--- src/rtl/fifo_rd_stream_adapter_if.sv ---
// Stream-side bundle of the FIFO read adapter: FIFO pull port, flush, and the
// valid/ready output stream with occupancy and transfer count.
interface fifo_rd_stream_adapter_if #(
  parameter int unsigned DSIZE = 32,
  parameter int unsigned CSIZE = 16
);
  logic             fifo_empty;
  logic [DSIZE-1:0] fifo_data;
  logic             fifo_rd_en;
  logic             in_flush;
  logic             out_ready;
  logic             out_valid;
  logic [DSIZE-1:0] out_data;
  logic [1:0]       out_occ;
  logic [CSIZE-1:0] out_count;

  modport master (
    input  fifo_empty, fifo_data, in_flush, out_ready,
    output fifo_rd_en, out_valid, out_data, out_occ, out_count
  );

  modport slave (
    output fifo_empty, fifo_data, in_flush, out_ready,
    input  fifo_rd_en, out_valid, out_data, out_occ, out_count
  );
endinterface

--- src/rtl/fifo_rd_stream_adapter.sv ---
// Converts the async FIFO's read port (rd_en, data one cycle later) into a
// valid/ready stream through a 2-entry skid buffer, with flush and word counter.
module fifo_rd_stream_adapter #(
  parameter int unsigned DSIZE = 32,
  parameter int unsigned CSIZE = 16
) (
  input logic                       rdclk,
  input logic                       in_resetn,
  fifo_rd_stream_adapter_if.master  bus
);

  typedef enum logic [1:0] {
    StEmpty = 2'd0,
    StOne   = 2'd1,
    StTwo   = 2'd2
  } occ_e;

  occ_e             occ_q;
  logic             inflight_q;
  logic [DSIZE-1:0] head_q;
  logic [DSIZE-1:0] tail_q;
  logic [CSIZE-1:0] count_q;

  logic       pop;
  logic       rd_en;
  logic [1:0] fill;

  assign pop = (occ_q != StEmpty) & bus.out_ready;

  // Occupancy after this cycle's pop and landing word; never exceeds 2.
  assign fill  = occ_q + {1'b0, inflight_q} - {1'b0, pop};
  assign rd_en = in_resetn & ~bus.fifo_empty & ~bus.in_flush & (fill < 2'd2);

  always_ff @(posedge rdclk or negedge in_resetn) begin
    if (!in_resetn) begin
      occ_q      <= StEmpty;
      inflight_q <= 1'b0;
      head_q     <= '0;
      tail_q     <= '0;
      count_q    <= '0;
    end else begin
      inflight_q <= rd_en;
      if (pop) begin
        count_q <= count_q + CSIZE'(1);
      end
      // Flush drops buffered words and the word landing this cycle.
      if (bus.in_flush) begin
        occ_q <= StEmpty;
      end else begin
        unique case (occ_q)
          StEmpty: begin
            if (inflight_q) begin
              head_q <= bus.fifo_data;
              occ_q  <= StOne;
            end
          end
          StOne: begin
            if (inflight_q) begin
              if (pop) begin
                head_q <= bus.fifo_data;
              end else begin
                tail_q <= bus.fifo_data;
                occ_q  <= StTwo;
              end
            end else if (pop) begin
              occ_q <= StEmpty;
            end
          end
          StTwo: begin
            if (pop) begin
              head_q <= tail_q;
              if (inflight_q) begin
                tail_q <= bus.fifo_data;
              end else begin
                occ_q <= StOne;
              end
            end
          end
          default: occ_q <= StEmpty;
        endcase
      end
    end
  end

  assign bus.fifo_rd_en = rd_en;
  assign bus.out_valid  = (occ_q != StEmpty);
  assign bus.out_data   = head_q;
  assign bus.out_occ    = occ_q;
  assign bus.out_count  = count_q;

endmodule

--- src/flat_wrapper.sv ---
// flat-port wrapper written by rule: the top's interface ports become plain ports
module fifo_rd_stream_adapter_flat 
#(
  parameter int unsigned DSIZE = 32,
  parameter int unsigned CSIZE = 16
)
  (rdclk, in_resetn, bus_fifo_empty, bus_fifo_data, bus_in_flush, bus_out_ready, bus_fifo_rd_en, bus_out_valid, bus_out_data, bus_out_occ, bus_out_count);
  fifo_rd_stream_adapter_if #(.DSIZE(DSIZE), .CSIZE(CSIZE)) bus_i ();
  input logic rdclk;
  input logic in_resetn;
  input wire logic [$bits(bus_i.fifo_empty)-1:0] bus_fifo_empty;
  input wire logic [$bits(bus_i.fifo_data)-1:0] bus_fifo_data;
  input wire logic [$bits(bus_i.in_flush)-1:0] bus_in_flush;
  input wire logic [$bits(bus_i.out_ready)-1:0] bus_out_ready;
  output wire logic [$bits(bus_i.fifo_rd_en)-1:0] bus_fifo_rd_en;
  output wire logic [$bits(bus_i.out_valid)-1:0] bus_out_valid;
  output wire logic [$bits(bus_i.out_data)-1:0] bus_out_data;
  output wire logic [$bits(bus_i.out_occ)-1:0] bus_out_occ;
  output wire logic [$bits(bus_i.out_count)-1:0] bus_out_count;
  assign bus_i.fifo_empty = bus_fifo_empty;
  assign bus_i.fifo_data = bus_fifo_data;
  assign bus_i.in_flush = bus_in_flush;
  assign bus_i.out_ready = bus_out_ready;
  assign bus_fifo_rd_en = bus_i.fifo_rd_en;
  assign bus_out_valid = bus_i.out_valid;
  assign bus_out_data = bus_i.out_data;
  assign bus_out_occ = bus_i.out_occ;
  assign bus_out_count = bus_i.out_count;
  fifo_rd_stream_adapter #(.DSIZE(DSIZE), .CSIZE(CSIZE)) u_core (.rdclk(rdclk), .in_resetn(in_resetn), .bus(bus_i));
endmodule
--- config.mk ---
export PLATFORM = sky130hd
export DESIGN_NAME = fifo_rd_stream_adapter_flat
export DESIGN_NICKNAME = d
export VERILOG_FILES = /design/src/rtl/fifo_rd_stream_adapter_if.sv /design/src/rtl/fifo_rd_stream_adapter.sv /design/src/flat_wrapper.sv
export SDC_FILE = /design/constraint.sdc
export NUM_CORES = 1
export LEC_CHECK = 0
export ABC_AREA = 1
export BUFFER_PORTS_ARGS = -buffer_cell sky130_fd_sc_hd__buf_2
export CORE_MARGIN = 3
export CORE_UTILIZATION = 34
export DETAILED_ROUTE_END_ITERATION = 10
export MAX_ROUTING_LAYER = met4
export SLEW_MARGIN = 20
export SYNTH_ARGS = -nofsm -noshare
export SYNTH_HDL_FRONTEND = slang
export SYNTH_SLANG_ARGS = --single-unit
--- constraint.sdc ---
create_clock -name rdclk -period 1.76 [get_ports rdclk]
set_input_delay 0.088 -clock rdclk [delete_from_list [all_inputs] [get_ports rdclk]]
set_output_delay 0.088 -clock rdclk [all_outputs]
set_load 0.02 [all_outputs]
==> results.yml, run 1 <==
power:
  power_density_nw_per_um2: 1377
  p_sw_frac: 0.3774
  vdd.ir_drop.worst_mv: 0.6689
  p_int_mw: 4.838
  pwr-share-clk: 0.247
  p_leak_nw: 2.825
  netSwitchingPower_mw: 2.933
  comb_power_share: 0.351
  seqPwrFrac: 0.402
routing:
  drtAntennaViolNets: 0
  wl_um: 10720
  dr_total_vias: 3562
  drc: 0
  viasPerCell: 4.590
  first_iter_violations: 121
  routedWlPerCell_um: 13.81
  firstDrtPassIters: 4
finish:
  final_cell_mix: "nand2_1, buf_2, dfrtp_1, o21ai_1, dlygate4sd3_1"
  drive_gt1_frac: 0.3454
  multi_input_area_um2: 1938
  antenna_cells: 0
  final_common_cell: "nand2_1"
  areaGrowthSynthToFinish_pct: 32.30
  fill_cells: 1172
  nets: 641
  regArea_um2: 2079
setup_path:
  reg2reg_slack_ns: 0.13
  cp_cell_sequence: "inv_4 > nand2_4 > o21ai_2 > nand2_1 > nand2_1 > nand3_1 > nor2_2 > buf_4"
  cp_common_cell: "nand2_1"
  critical-path-slowest-cell: "dfrtp_2"
  crit_start: "u_core.bus.out_occ[0]$_DFFE_PN0P_"
  crit_path_end_kind: "primary output"
  cp_top_family: "flip-flops"
  worstPathRequired_ns: 1.67
  cp_slowest_stage_delay_ns: 0.45
  cp_max_fo: 5
  cp_num_buf_inv: 2
  criticalPathCategory: "register to primary output"
  start_kind: "register"
  cp.depth: 8
  r2r-end: "u_core.bus.out_data[31]$_DFFE_PN0P_"
  cp_data_arrival_time_ns: 1.57
  r2r-start: "u_core.bus.out_occ[0]$_DFFE_PN0P_"
  reg2reg_depth: 7
  endpoint: "bus_fifo_rd_en"
yosys:
  yosysTopAreaCellShare: 0.4869
  synth.yosys.warnings: 0
  syn-num-nets: 510
  synthCells: 472
  yosys.area.top_type: "dfrtp_1"
  synth.avg_cell_area_um2: 9.037
  ys_types: 33
  synth_area_um2: 4265
  synth_area_leaders: "dfrtp_1, nand2_1, mux2_2, nand2_2, o21ai_1"
  ys_ff_latch: 83
  ys_seq_area_frac: 0.4869
place:
  place_ws_ns: 0.09095
  io_buffer_count: 88
  place_hpwl_um: 7183
  finalWeightedCongestion: 0.8937
grt:
  gr-total-overflow: 0
  antenna_found_initial: 0
  grt_pass1_vias: 3722
  grt_pass1_wl_um: 18370
  grt.total_usage: 0.1666
  grt_max_degree: 84
floorplanning:
  initial_core_util: 0.3507
  die_area_um2: 13930
  pin_count: 89
  num_rows: 40
  core-area_um2: 12160
  die_x_um: 118.0
  die_y_um: 118.0
clock_network:
  cts.sink_count: 83
  cts_tree: "built"
  clockRootBuffer: "clkbuf_16"
  clockBufferDepth: 2
  worstSkewPairLatency_ns: 0.34
  h-tree-depth: 3
  cts_inserted_buffers: 9
  clk_pin_slew_ns: 0.06
timing:
  rsz0062_at_grt: "false"
  finalSetupViolations: 0
  tightest_slew_ns: 0.4689
  slew_headroom: 0.6874
  post-route-period-util: 0.9443
  finalWorstSetupSlack_ns: 0.09796
  hold_viol_final: 0
  fmax_mhz: 601.7
  finalSetupTns_ns: 0
  period_minus_slack_ns: 1.662
  drv_slew: 0
  worst_clock_skew_ns: 0.006339
job:
  max_cap_violations: 0
min_path:
  min_path_type: "input port to register"
outcome:
  status: "finished clean"
## state kept, by name (all words and copies together) (netlist names)
signal	flops
u_core.bus.out_count	16
u_core.inflight_q	1
u_core.bus.out_occ	2
u_core.bus.out_data	32
u_core.tail_q	32
## synthesized netlist by cell type
cell type and number:
nand3b_1 2, inv_4 1, a21oi_1 1, nor2_4 4, nand3_2 1, nand4_1 3, buf_6 1, buf_2 6
nor3_1 1, nand3_1 9, o211ai_2 1, xor2_1 3, mux2_2 32, nor2_8 2, nand2_2 31, o21ai_4 1
dfrtp_1 83, o21ai_1 37, a21oi_4 1, nand3b_2 1, inv_2 3, o21bai_1 1, inv_1 15, xnor2_1 6
nand2_4 2, nand2_1 153, clkbuf_2 3, buf_4 10, ha_1 1, o21ai_2 1, buf_12 3, o21ai_0 32
nor2_1 21
## worst min-delay path by stage
stage | startpoint | end | cells after the start
finish | bus_in_flush | u_core.bus.out_occ[0]$_DFFE_PN0P_ | 4
detailed placement | in_resetn | u_core.bus.out_data[23]$_DFFE_PN0P_ | 2
global route | bus_in_flush | u_core.bus.out_occ[0]$_DFFE_PN0P_ | 4
global placement | in_resetn | u_core.inflight_q$_DFF_PN0_ | 2
floorplan | in_resetn | u_core.bus.out_count[0]$_DFFE_PN0P_ | 0
CTS | bus_in_flush | u_core.inflight_q$_DFF_PN0_ | 4
## metal layers
layer,part of all wire,GRT usage,vias up
met4,0.022,0.06227,0
met5,0,-,-
met2,0.46,0.2681,67
met1,0.47,0.2084,1691
met3,0.041,0.03364,20
li1,-,-,1784
## stage by stage
| stage | utilization | total power [mW] | hold slack [ns] | cells | instance area, um^2 |
|---|---|---|---|---|---|
| 2_1_floorplan | - | 4.822 | -0.2076 | 472 | 4265 |
| 3_3_place_gp | 0.4071 | 5.736 | 0.1852 | 722 | 4951 |
| 3_5_place_dp | 0.4071 | 5.820 | 0.1972 | 722 | 4951 |
| 4_1_cts | 0.4614 | 7.841 | 0.1211 | 774 | 5612 |
| 5_1_grt | 0.4640 | 8.319 | 0.1661 | 776 | 5643 |
| 6_report | 0.4640 | 7.771 | 0.1603 | 776 | 5643 |
## timing repair
action                                  CTS  global route
gates resized for setup                   3             6
hold buffers                             34             0
endpoints found under the setup margin    1            37
pin swaps                                 0             1
endpoints found under the hold margin   116             0
cloned                                    0             0
buffers inserted                          2             2
## layout make-up
class / count / area share
inverters: 19 / 0.01308
repair buffers: 143 / 0.1840
clock inverters: 6 / 0.01131
well taps: 168 / 0.03725
multi-input cells: 347 / 0.3435
clock buffers: 10 / 0.04235
flip-flops and latches: 83 / 0.3685
## cell families after synthesis
family          after synthesis  share of synthesized area
flops                        83                     0.4869
compound gates               75                    0.09651
xor+xnor                      9                    0.01848
mux                          32                    0.08448
fa+ha+maj                     1                   0.002933
simple gates                230                     0.2485
buf+inv                      42                    0.06219
## worst min-delay path: stages
cell,delay [ns]
buf_2,0.18
nor2_1,0.06
nand3_1,0.08
nand2_1,0.05
## power groups by stage
stage / combinational, mW / sequential (mW) / clock (mW)
after floorplan: 1.27 / 3.56 / 0
after global placement: 2.61 / 3.13 / 0
after detailed placement: 2.68 / 3.14 / 0
after CTS: 2.74 / 3.14 / 1.97
after global routing: 3.04 / 3.24 / 2.03
final: 2.73 / 3.13 / 1.92
Note: power is estimated with default switching activity, not from simulation.
==> run 2, diff against run 1 <==
Settings changed: CELL_PAD_IN_SITES_DETAIL_PLACEMENT from default to 2, CELL_PAD_IN_SITES_GLOBAL_PLACEMENT from default to 2, CORE_UTILIZATION 34 to 33, PLACE_DENSITY_LB_ADDON from default to 0.1.
==> run 2 against run 1 <==
Routed wire length grew 27%. Critical path depth shrank 1. Sequential cell count is the same. Cell area shrank 0.86%. Total power grew 0.65%. Non-clock buffer count grew 1. Register-to-register slack lost 0.09 ns. Sequential power is essentially flat. Via count grew 6.4%. Final cell count is the same. Clock power shrank 5%. Clock-buffer cell count grew 4. Critical endpoint is now u_core.tail_q[27]$_DFFE_PN0P_. Largest cell class unchanged. Largest power group unchanged.
==> results.yml, run 2 (synthesis results as in run 1) <==
finish:
  final_cell_mix: "nand2_1, buf_2, dfrtp_1, o21ai_1"
  postLayoutCellArea_um2: 5594
  antenna_cells: 0
  areaGrowthSynthToFinish_pct: 31.15
  nets: 642
  final_common_cell: "nand2_1"
  drive_gt1_frac: 0.3454
  final_cells: 776
place:
  place_hpwl_um: 8815
  io_buffer_count: 88
  place_inst: 721
  finalWeightedCongestion: 0.7717
  post_dp_cell_area_um2: 4893
floorplanning:
  pin_count: 89
  die_area_um2: 14330
  initial_core_util: 0.3464
  core-area_um2: 12310
  die_x_um: 119.7
  die_y_um: 119.7
  num_rows: 40
min_path:
  min_path_type: "input port to register"
  worstHoldStart: "bus_fifo_data[30]"
grt:
  grt_max_degree: 84
  antenna_found_initial: 0
  grt.total_usage: 0.2074
  gr-total-overflow: 0
  grt_pass1_vias: 4361
  grt_pass1_wl_um: 22900
timing:
  whs_ns: 0.02158
  finalSetupViolations: 0
  hold_viol_final: 0
  slew_headroom: 0.6524
  tightest_slew_ns: 0.5214
  worst_clock_skew_ns: 0.006166
  post-route-period-util: 0.9767
  fmax_mhz: 581.7
  drv_slew: 0
  period_minus_slack_ns: 1.719
setup_path:
  r2r-start: "u_core.bus.out_occ[0]$_DFFE_PN0P_"
  cp_max_fo: 32
  crit_path_end_kind: "register"
  crit_start: "u_core.bus.out_occ[0]$_DFFE_PN0P_"
  cp_data_arrival_time_ns: 1.94
  worstPathRequired_ns: 1.98
  criticalPathCategory: "register to register"
  start_kind: "register"
routing:
  firstDrtPassIters: 4
  dr_total_vias: 3791
  drtAntennaViolNets: 0
  wl_um: 13620
  first_iter_violations: 126
  drc: 0
  routedWlPerCell_um: 17.55
  viasPerCell: 4.885
clock_network:
  cts.sink_count: 83
  clk_pin_slew_ns: 0.06
  clockBufferDepth: 2
  cts_tree: "built"
  h-tree-depth: 3
  clockRootBuffer: "clkbuf_16"
  worstSkewPairLatency_ns: 0.35
  cts_inserted_buffers: 9
power:
  vdd.ir_drop.worst_mv: 0.5612
  p_leak_nw: 2.801
  power_density_nw_per_um2: 1398
outcome:
  status: "finished clean"
job:
  max_cap_violations: 0
run 2: changes by cell type in the layout (fill, tap and decap cells not counted), moves of 2 or more:
cell,change
clkbuf_8,+2
buf_4,+6
o21ai_0,-6
clkinv_2,-2
buf_12,-4
clkbuf_1,+2
o21ai_1,+6
dlygate4sd3_1,-2
run 2: layout make-up:
class	count	area, um^2
fillers	1378	6718
flip-flops and latches	83	2079
multi-input cells	347	1954
repair buffers	144	994.7
clock buffers	14	274.0
well taps	168	210.2
inverters	19	73.82
clock inverters	1	7.507
run 2: where the power goes:
group / switching [mW] / internal (mW)
Clock: 0.761 / 1.07
Combinational: 1.84 / 1.00
Sequential: 0.467 / 2.69
Total: 3.07 / 4.75
run 2: path summary, 6_finish.rpt:
kind	end	slack, ns	depth (start not counted)
min in group asynchronous	u_core.bus.out_count[15]$_DFFE_PN0P_	0.32	3
worst min-delay path	u_core.tail_q[30]$_DFFE_PN0P_	0.02	3
max in group asynchronous	u_core.bus.out_occ[0]$_DFFE_PN0P_	0.97	3
worst max register to register	u_core.tail_q[27]$_DFFE_PN0P_	0.04	7
worst min register to register	u_core.bus.out_data[6]$_DFFE_PN0P_	0.48	2
worst max-delay path	u_core.tail_q[27]$_DFFE_PN0P_	0.04	7
run 2: critical path, stage by stage, from the launching register on:
cell     delay [ns]
dfrtp_2        0.44
buf_4          0.15
buf_4          0.16
a21oi_4        0.21
nand2_4        0.11
buf_6          0.20
o21ai_0        0.23
nand2_1        0.10
run 2: metal layers:
| metal | GRT usage | vias up | routed length (um) |
|---|---|---|---|
| met3 | 0.02828 | 16 | 386 |
| met4 | 0.07301 | 0 | 229 |
| met1 | 0.2504 | 1925 | 5927 |
| met5 | - | - | 0 |
| met2 | 0.3573 | 63 | 7076 |
| li1 | - | 1787 | - |
run 2: per-stage QoR:
stage               utilization  setup WS [ns]  setup TNS (ns)  total power, mW
finish                   0.4544        0.04102               0            7.821
global route             0.4544       -0.02104        -0.04867            8.411
CTS                      0.4490       0.003435               0            7.852
detailed placement       0.3975        0.06499               0            5.857
global placement         0.3975         0.1294               0            5.702
floorplan                     -        0.04552               0            4.822
run 2: timing repair:
item,4_1_cts,5_1_grt
pin swaps,1,3
hold endpoints to repair,114,0
hold buffers,32,0
gates resized for setup,6,12
endpoints found under the setup margin,1,52
buffers inserted,2,6
==> run 3, diff against run 2 <==
Settings changed: PLACE_DENSITY_LB_ADDON 0.1 to 0.25, SETUP_SLACK_MARGIN from default to 0.02.
==> run 3 against run 2 <==
Utilization up 1.0 points. Largest power group unchanged. Clock power up 26%. Setup slack lost 0.0047 ns. The flow now finishes with violations (negative hold slack). First-iteration DRC count decreased by 7.1%. Die area unchanged. Clock-buffer cell count shrank 2. Routed wire length rose by 7.0%. Critical path depth up 1. Total power rose by 7.4%. Sequential share of layout area is 0.81 points lower.
==> results.yml, run 3 (synthesis results as in run 1) <==
setup_path:
  worstPathRequired_ns: 1.67
  criticalPathCategory: "register to primary output"
  cp_data_arrival_time_ns: 1.64
  crit_path_end_kind: "primary output"
  cp_max_fo: 4
  start_kind: "register"
floorplanning:
  initial_core_util: 0.3464
  pin_count: 89
  num_rows: 40
  core-area_um2: 12310
  die_y_um: 119.7
  die_area_um2: 14330
  die_x_um: 119.7
finish:
  final_cell_mix: "nand2_1, buf_2, dfrtp_1, o21ai_1, nand2_2"
  fill_cells: 1352
  areaGrowthSynthToFinish_pct: 34.06
  final_common_cell: "nand2_1"
  utilization: 0.4644
  nets: 640
  postLayoutCellArea_um2: 5718
  drive_gt1_frac: 0.3608
clock_network:
  clockRootBuffer: "clkbuf_16"
  h-tree-depth: 3
  clockBufferDepth: 2
  clk_pin_slew_ns: 0.06
  cts_inserted_buffers: 9
  cts_tree: "built"
  cts.sink_count: 83
  worstSkewPairLatency_ns: 0.35
routing:
  dr_total_vias: 3796
  firstDrtPassIters: 4
  drtAntennaViolNets: 0
  drc: 0
  viasPerCell: 4.892
  wl_um: 14570
  routedWlPerCell_um: 18.78
  first_iter_violations: 117
place:
  post_dp_cell_area_um2: 4938
  io_buffer_count: 88
  finalWeightedCongestion: 0.8891
  place_ws_ns: -0.04450
  place_hpwl_um: 9395
grt:
  grt.total_usage: 0.2170
  grt_pass1_wl_um: 23810
  grt_pass1_vias: 4403
  gr-total-overflow: 0
  grt_max_degree: 67
  antenna_found_initial: 1
timing:
  fmax_mhz: 580.1
  hold_viol_final: 2
  period_minus_slack_ns: 1.724
  drv_slew: 0
  tightest_slew_ns: 0.3816
  finalSetupViolations: 0
  whs_ns: -0.004329
  worst_clock_skew_ns: 0.005270
  slew_headroom: 0.7456
  post-route-period-util: 0.9794
  rsz0062_at_grt: "true"
  finalWorstSetupSlack_ns: 0.03629
outcome:
  status: "finished with violations"
  violations: "negative hold slack"
min_path:
  min_path_type: "input port to register"
power:
  power_density_nw_per_um2: 1468
  p_total_mw: 8.396
  p_leak_nw: 2.852
  vdd.ir_drop.worst_mv: 0.5950
job:
  max_cap_violations: 0
[run 3: cell count changes in the layout (fill, tap and decap cells not counted), moves of 2 or more]
| cell | before | now |
|---|---|---|
| nand2_2 | 31 | 35 |
| dlygate4sd3_1 | 32 | 30 |
| buf_12 | 3 | 6 |
| bufinv_16 | 0 | 3 |
| buf_4 | 20 | 16 |
| o21ai_0 | 24 | 31 |
| o21ai_1 | 44 | 37 |
| nand2_1 | 153 | 149 |
| clkbuf_1 | 2 | 0 |
[run 3: worst paths after layout]
check / startpoint / endpoint / slack [ns] / cells past startpoint
worst max-delay path: u_core.bus.out_occ[0]$_DFFE_PN0P_ / bus_fifo_rd_en / 0.04 / 8
worst min-delay path: bus_fifo_data[7] / u_core.tail_q[7]$_DFFE_PN0P_ / -0.004 / 3
worst max register to register: u_core.bus.out_occ[1]$_DFFE_PN0P_ / u_core.bus.out_data[11]$_DFFE_PN0P_ / 0.08 / 6
worst min register to register: u_core.bus.out_data[14]$_DFFE_PN0P_ / u_core.bus.out_data[14]$_DFFE_PN0P_ / 0.49 / 2
max in group asynchronous: in_resetn / u_core.bus.out_occ[1]$_DFFE_PN0P_ / 0.89 / 3
min in group asynchronous: in_resetn / u_core.bus.out_count[6]$_DFFE_PN0P_ / 0.17 / 2
[run 3: cell type report]
class                   count  area, um^2  area share
repair buffers            142        1016      0.1777
multi-input cells         347        1974      0.3453
well taps                 168       210.2     0.03676
diodes                      1       2.502   0.0004376
flip-flops and latches     83        2079      0.3637
inverters                  19       73.82     0.01291
clock inverters             4       95.09     0.01663
clock buffers              12       266.5     0.04661
[run 3: worst max-delay path, stage by stage, from the launching register on]
cell and delay, ns:
dfrtp_2 0.44, inv_4 0.10, nand2_8 0.07, o21ai_4 0.16
nand2_2 0.08, nand2_2 0.07, nand3_2 0.08, nor2_4 0.15
buf_6 0.13
[run 3: per-stage QoR]
step / instances / setup TNS, ns
6_report: 776 / 0
5_1_grt: 776 / -0.03600
4_1_cts: 772 / 0
3_5_place_dp: 722 / -0.06234
3_3_place_gp: 722 / 0
2_1_floorplan: 472 / 0
[run 3: layer usage]
layer | routed length (um) | part of all wire | vias up | GRT usage
met5 | 0 | 0 | - | -
met1 | 6276 | 0.43 | 1926 | 0.2528
li1 | - | - | 1785 | -
met4 | 274 | 0.019 | 0 | 0.07588
met3 | 357 | 0.024 | 18 | 0.02922
met2 | 7665 | 0.53 | 67 | 0.3852
[run 3: what timing repair did]
item | in CTS | in global routing
hold endpoints to repair | 46 | 0
setup buffers | 4 | 3
pin swaps | 0 | 3
setup endpoints to repair | 27 | 55
hold buffers | 30 | 0
resized for setup | 8 | 11
[run 3: power by group]
group / switching (mW) / internal (mW) / total (mW)
sequential: 0.491 / 2.69 / 3.18
clock: 0.812 / 1.50 / 2.31
combinational: 1.87 / 1.03 / 2.90
total: 3.18 / 5.22 / 8.40
